<file path="src/rtl/multicycle_alu_if.sv">
// Handshake/data bundle between the multi-cycle datapath control and the ALU.
// master: control side (drives start/operation/operands); slave: the ALU.
interface multicycle_alu_if #(
    parameter int WIDTH = 32
);
    logic             start;
    logic [2:0]       operation;
    logic [WIDTH-1:0] input_a;
    logic [WIDTH-1:0] input_b;
    logic [WIDTH-1:0] result;
    logic [WIDTH-1:0] result_hi;
    logic             zero_flag;
    logic             busy;
    logic             done;

    modport master (
        output start, operation, input_a, input_b,
        input  result, result_hi, zero_flag, busy, done
    );

    modport slave (
        input  start, operation, input_a, input_b,
        output result, result_hi, zero_flag, busy, done
    );
endinterface

</file>
<file path="src/rtl/multicycle_alu.sv">
// Registered ALU for the multi-cycle MIPS datapath with start/done handshake.
// Single-cycle ops complete in one edge; mult is an iterative shift-add over
// WIDTH cycles producing a 2*WIDTH product on {result_hi, result}.
// Optional feature macro ALU_DIV_EN: opcode 111 becomes an iterative unsigned
// restoring divider (result = quotient, result_hi = remainder).
//
// state | meaning
// IDLE  | waiting for start; single-cycle ops complete here
// ITER  | iterative mult/div in progress, one bit per cycle
module multicycle_alu #(
    parameter int WIDTH = 32
) (
    input  logic              clk,
    input  logic              rst_n,
    multicycle_alu_if.slave   bus
);
    localparam int CW = $clog2(WIDTH + 1);

    localparam logic [2:0] OP_AND  = 3'b000;
    localparam logic [2:0] OP_OR   = 3'b001;
    localparam logic [2:0] OP_ADD  = 3'b010;
    localparam logic [2:0] OP_SUB  = 3'b100;
    localparam logic [2:0] OP_MULT = 3'b101;
    localparam logic [2:0] OP_SLT  = 3'b110;
`ifdef ALU_DIV_EN
    localparam logic [2:0] OP_DIVU = 3'b111;
`endif

    typedef enum logic {IDLE, ITER} state_t;

    state_t           state_q, state_d;
    logic [CW-1:0]    cnt_q, cnt_d;
    // acc: product high word / partial remainder
    // mq : multiplier shifting out, product low word shifting in / dividend -> quotient
    logic [WIDTH-1:0] acc_q, acc_d;
    logic [WIDTH-1:0] mq_q, mq_d;
    logic [WIDTH-1:0] opnd_q, opnd_d;
    logic [WIDTH-1:0] result_q, result_d;
    logic [WIDTH-1:0] result_hi_q, result_hi_d;
    logic             done_q, done_d;
    logic [WIDTH:0]   mul_sum;
`ifdef ALU_DIV_EN
    logic             div_q, div_d;
    logic [WIDTH:0]   div_shift;
    logic             div_ge;
    logic [WIDTH-1:0] div_sub;
`endif

    // State and datapath registers
    always_ff @(posedge clk or negedge rst_n) begin
        if (!rst_n) begin
            state_q     <= IDLE;
            cnt_q       <= '0;
            acc_q       <= '0;
            mq_q        <= '0;
            opnd_q      <= '0;
            result_q    <= '0;
            result_hi_q <= '0;
            done_q      <= 1'b0;
`ifdef ALU_DIV_EN
            div_q       <= 1'b0;
`endif
        end else begin
            state_q     <= state_d;
            cnt_q       <= cnt_d;
            acc_q       <= acc_d;
            mq_q        <= mq_d;
            opnd_q      <= opnd_d;
            result_q    <= result_d;
            result_hi_q <= result_hi_d;
            done_q      <= done_d;
`ifdef ALU_DIV_EN
            div_q       <= div_d;
`endif
        end
    end

    // Next-state, single-cycle results and one iteration step of mult/div
    always_comb begin
        state_d     = state_q;
        cnt_d       = cnt_q;
        acc_d       = acc_q;
        mq_d        = mq_q;
        opnd_d      = opnd_q;
        result_d    = result_q;
        result_hi_d = result_hi_q;
        done_d      = 1'b0;
`ifdef ALU_DIV_EN
        div_d       = div_q;
        // Restoring step: shift next dividend bit into the partial remainder.
        // With a zero divisor every step subtracts, giving all-ones quotient and
        // the dividend as remainder.
        div_shift   = {acc_q, mq_q[WIDTH-1]};
        div_ge      = (div_shift >= {1'b0, opnd_q});
        div_sub     = div_shift[WIDTH-1:0] - opnd_q;
`endif
        mul_sum     = {1'b0, acc_q} + (mq_q[0] ? {1'b0, opnd_q} : '0);

        case (state_q)
            IDLE: begin
                if (bus.start) begin
                    result_hi_d = '0;
                    done_d      = 1'b1;
                    case (bus.operation)
                        OP_AND:  result_d = bus.input_a & bus.input_b;
                        OP_OR:   result_d = bus.input_a | bus.input_b;
                        OP_ADD:  result_d = bus.input_a + bus.input_b;
                        OP_SUB:  result_d = bus.input_a - bus.input_b;
                        OP_SLT:  result_d = {{(WIDTH-1){1'b0}}, (bus.input_a < bus.input_b)};
                        OP_MULT: begin
                            result_d    = result_q;
                            result_hi_d = result_hi_q;
                            done_d      = 1'b0;
                            acc_d       = '0;
                            mq_d        = bus.input_a;
                            opnd_d      = bus.input_b;
                            cnt_d       = CW'(WIDTH);
                            state_d     = ITER;
`ifdef ALU_DIV_EN
                            div_d       = 1'b0;
`endif
                        end
`ifdef ALU_DIV_EN
                        OP_DIVU: begin
                            result_d    = result_q;
                            result_hi_d = result_hi_q;
                            done_d      = 1'b0;
                            acc_d       = '0;
                            mq_d        = bus.input_a;
                            opnd_d      = bus.input_b;
                            cnt_d       = CW'(WIDTH);
                            state_d     = ITER;
                            div_d       = 1'b1;
                        end
`endif
                        default: result_d = '0;
                    endcase
                end
            end
            ITER: begin
                cnt_d = cnt_q - CW'(1);
`ifdef ALU_DIV_EN
                if (div_q) begin
                    acc_d = div_ge ? div_sub : div_shift[WIDTH-1:0];
                    mq_d  = {mq_q[WIDTH-2:0], div_ge};
                end else begin
                    acc_d = mul_sum[WIDTH:1];
                    mq_d  = {mul_sum[0], mq_q[WIDTH-1:1]};
                end
`else
                acc_d = mul_sum[WIDTH:1];
                mq_d  = {mul_sum[0], mq_q[WIDTH-1:1]};
`endif
                // Last bit is processed on this edge, so publish directly
                if (cnt_q == CW'(1)) begin
                    result_d    = mq_d;
                    result_hi_d = acc_d;
                    done_d      = 1'b1;
                    state_d     = IDLE;
                end
            end
            default: state_d = IDLE;
        endcase
    end

    assign bus.result    = result_q;
    assign bus.result_hi = result_hi_q;
    assign bus.zero_flag = ~|result_q;
    assign bus.busy      = (state_q == ITER);
    assign bus.done      = done_q;
endmodule
</file>
<file path="src/flat_wrapper.sv">
// flat-port wrapper written by rule: the top's interface ports become plain ports
module multicycle_alu_flat 
#(
    parameter int WIDTH = 32
)
  (clk, rst_n, bus_start, bus_operation, bus_input_a, bus_input_b, bus_result, bus_result_hi, bus_zero_flag, bus_busy, bus_done);
  multicycle_alu_if #(.WIDTH(WIDTH)) bus_i ();
  input  logic clk;
  input  logic rst_n;
  input wire logic [$bits(bus_i.start)-1:0] bus_start;
  input wire logic [$bits(bus_i.operation)-1:0] bus_operation;
  input wire logic [$bits(bus_i.input_a)-1:0] bus_input_a;
  input wire logic [$bits(bus_i.input_b)-1:0] bus_input_b;
  output wire logic [$bits(bus_i.result)-1:0] bus_result;
  output wire logic [$bits(bus_i.result_hi)-1:0] bus_result_hi;
  output wire logic [$bits(bus_i.zero_flag)-1:0] bus_zero_flag;
  output wire logic [$bits(bus_i.busy)-1:0] bus_busy;
  output wire logic [$bits(bus_i.done)-1:0] bus_done;
  assign bus_i.start = bus_start;
  assign bus_i.operation = bus_operation;
  assign bus_i.input_a = bus_input_a;
  assign bus_i.input_b = bus_input_b;
  assign bus_result = bus_i.result;
  assign bus_result_hi = bus_i.result_hi;
  assign bus_zero_flag = bus_i.zero_flag;
  assign bus_busy = bus_i.busy;
  assign bus_done = bus_i.done;
  multicycle_alu #(.WIDTH(WIDTH)) u_core (.clk(clk), .rst_n(rst_n), .bus(bus_i));
endmodule
</file>
<file path="config.mk">
export PLATFORM = sky130hd
export DESIGN_NAME = multicycle_alu_flat
export DESIGN_NICKNAME = d
export VERILOG_FILES = /design/src/rtl/multicycle_alu_if.sv /design/src/rtl/multicycle_alu.sv /design/src/flat_wrapper.sv
export SDC_FILE = /design/constraint.sdc
export NUM_CORES = 1
export LEC_CHECK = 0
export CAP_MARGIN = 30
export CELL_PAD_IN_SITES_DETAIL_PLACEMENT = 0
export CELL_PAD_IN_SITES_GLOBAL_PLACEMENT = 1
export CORE_ASPECT_RATIO = 0.9
export CORE_UTILIZATION = 47
export DETAILED_ROUTE_END_ITERATION = 7
export HOLD_SLACK_MARGIN = 0.02
export PLACE_DENSITY_LB_ADDON = 0.15
export SETUP_SLACK_MARGIN = 0.2
export SKIP_CTS_REPAIR_TIMING = 1
export SLEW_MARGIN = 20
export SYNTH_ARGS = -nofsm -noshare
export SYNTH_HDL_FRONTEND = slang
export SYNTH_SLANG_ARGS = --single-unit
</file>
<file path="constraint.sdc">
create_clock -name clk -period 4.5 [get_ports clk]
set_input_delay 0.9 -clock clk [delete_from_list [all_inputs] [get_ports clk]]
set_output_delay 0.9 -clock clk [all_outputs]
set_load 0.01 [all_outputs]
</file>
==> reports/results.ini <==
[run_status]
status = finished with violations
failed_checks = design-rule violations

[worst_setup_path]
arrival_ns = 4.37
critical_path_buf_inv_count = 4
r2r.worst_path.cells = 13
critPathSlowestCell = a211oi_1
crit_path_max_fanout = 4
worstPathRequired_ns = 4.82
crit_type = in -> reg
end_kind = register
cp_cell_sequence = clkdlybuf4s50_1, inv_1, ha_1, inv_1, fa_1, nor2b_1, o221ai_1, a211oi_1, o31ai_1, buf_4, o21ai_0, a21oi_1, a221o_1, a221oi_1, o21ai_0
cp_top_family = compound AO/OA/AOI/OAI gates
startpoint_type = input pin
critical_path_depth = 15
max_stage_delay_ns = 0.58

[timing]
rsz0062_at_grt = no
slew_viol_final = 0
finalSetupViolCount = 0
fmax_mhz = 247
period_minus_slack_ns = 4.06
maxSlewHeadroom_pct = 36.2
hold_viol = 0
clock_skew_ns = 0.0132
finalCritPeriodShare_pct = 90.1
fin_ws_ns = 0.445
worst_slew_pin_slew_ns = 0.955

[drt]
wl_per_cell_um = 20.9
vias_per_cell = 5.92
drt_iter0_markers = 974
drt_first_pass_iters = 8
ant_nets = 0
wirelength_um = 44600
vias = 12600
drc_errors = 8

[floorplanning]
placementRows = 58
start_util_pct = 47.8
dieArea_sq_um = 29100
dieHeight_um = 162
num_io_pins = 137
die_width_um = 180
core_area_sq_um = 27900

[synth]
ys_types = 85
synth-main-ff-cell = dfrtp_1
syn_area_sq_um = 13400
ys_seq_elements = 168
yosysWarnings = 0
seq_area_frac_synth_pct = 31.5
ys_top_cells_by_count = 201 x nand2_1, 168 x dfrtp_1, 142 x ha_1, 140 x nor2_1, 139 x a21oi_1
synth_area_leader_cell = dfrtp_1
synth_edf_count = 0
synthCells = 1619
synth_top_cell_area_share_pct = 31.5
synth_area_per_cell_sq_um = 8.25
syn_nets = 1834
yosys-top-cells-area = dfrtp_1 31%, ha_1 13%, nand2_1 5.7%
ys_async_sr_fraction_pct = 100
yosysMostFrequentCell = nand2_1

[job]
max-cap-violations = 0

[place]
gp_congestion = 1.01
placed_area_sq_um = 15400
dp_hpwl_um = 33300
pre_cts_slack_ns = -0.0627
port_buffers = 136

[cts]
cts_tree = built
clk_pin_slew_ns = 0.07
h-tree-depth = 4
clk_path_buf_depth = 2
cts_inserted_buffers = 17
clock_latency_ns = 0.45
cts.sinks = 168
cts_root_buffer = clkbuf_16

[finish]
area_growth_pct = 19.7
fin_area_sq_um = 16000
fillers = 2665
finalNetCount = 1969
drive_gt1_share_pct = 10.1

[power]
ir_drop_mv = 0.284
pwr_density_cell_nw_per_um2 = 538
p_leak_nw = 7.45

[global_route]
grt_antenna_before_repair = 1
gr-total-overflow = 0
grt_use_total_pct = 31.2
use_met1_pct = 42.4
grt_use_met3_pct = 4.26
grt_pass1_vias = 12400
grtUsageMet2_pct = 50.9
busiest_layer = met2
grt_max_degree = 76
grt_first_pass_wirelength_um = 70900

[worst_hold_path]
hp-class = in -> async

kinds of logic after synthesis:
group / count (synthesis) / synth area share, %
muxes: 39 / 3.23
and+or+nand+nor: 526 / 18.0
adders and majority gates: 145 / 13.8
AOI/OAI and AO/OA: 502 / 24.9
buffers and inverters: 195 / 5.68
DFF: 168 / 31.5
xor gates and xnor gates: 44 / 2.94
placed cells by master, fill, tap and decap left out, drive strengths merged, types with 4 or more instances in the layout:
master and instances:
inv 113, nor2b 12, nand4 12, clkinv 4, a221o 10, a21oi 142, and2 37, a31o 8
xnor2 25, and3 5, nand2b 18, mux2i 6, a21o 34, a22o 16, xor2 19, clkdlybuf4s50 135
o31ai 8, o21ai 127, dfrtp 168, nor2 140, a211oi 14, a2111oi 9, nand2 201, o211ai 10
clkbuf 20, nor3 35, a31oi 27, mux2 33, nor4 17, ha 142, o22ai 8, or2 8
o21bai 14, nand3 27, o21a 4, o221ai 20, buf 67, a221oi 19
registers in the layout, summed over array words and instances (netlist names):
signal,cells
u_core.mq_q,32
u_core.opnd_q,32
u_core.bus.result_hi,32
u_core.bus.result,32
u_core.cnt_q,6
u_core.bus.done,1
u_core.acc_q,32
u_core.bus.busy,1
power by group:
group	internal, mW	switching [mW]	total [mW]
logic	1.87	2.37	4.24
registers	2.19	0.580	2.77
clock network	0.873	0.709	1.58
path summary, 6_finish.rpt:
kind,end,start,slack [ns]
worst max-delay path,u_core.bus.result[18],bus_input_a[0],0.44
worst min-delay path,u_core.acc_q[7],rst_n,0.48
worst max register to register,u_core.bus.result_hi[29],u_core.mq_q[0],0.73
worst min register to register,u_core.bus.result_hi[1],u_core.bus.result_hi[1],0.48
max in group asynchronous,u_core.acc_q[17],rst_n,3.05
min in group clk,u_core.bus.result_hi[1],u_core.bus.result_hi[1],0.48
layout make-up:
cell class,instances,area (sq um),share of cell area (%)
tap,360,450,2.82
clock inverter,11,135,0.846
clock buffer,20,467,2.92
timing repair buffer,202,1870,11.7
inverter,109,409,2.56
multi-input combinational,1256,8440,52.8
sequential,168,4210,26.3
antenna,1,2.50,0.0157
metrics by stage:
stage	instances	power, mW	hold WS (ns)	utilization [%]	setup TNS [ns]
detailed placement	2095	6.98	0.469	55.0	-0.0652
floorplan	1619	5.38	0.445	-	0
CTS	2126	8.60	0.483	57.2	0
finish	2127	8.59	0.477	57.2	0
global route	2127	9.21	0.496	57.2	0
global placement	2095	6.91	0.455	55.0	-0.537
routing by layer:
metal  up-vias  part of all wire (%)
li1       6015                     -
met1      6112                    46
met2       396                    45
met3        59                   4.9
met4         0                   3.2
met5         -                     0
Note: power is estimated with default switching activity, not from simulation.
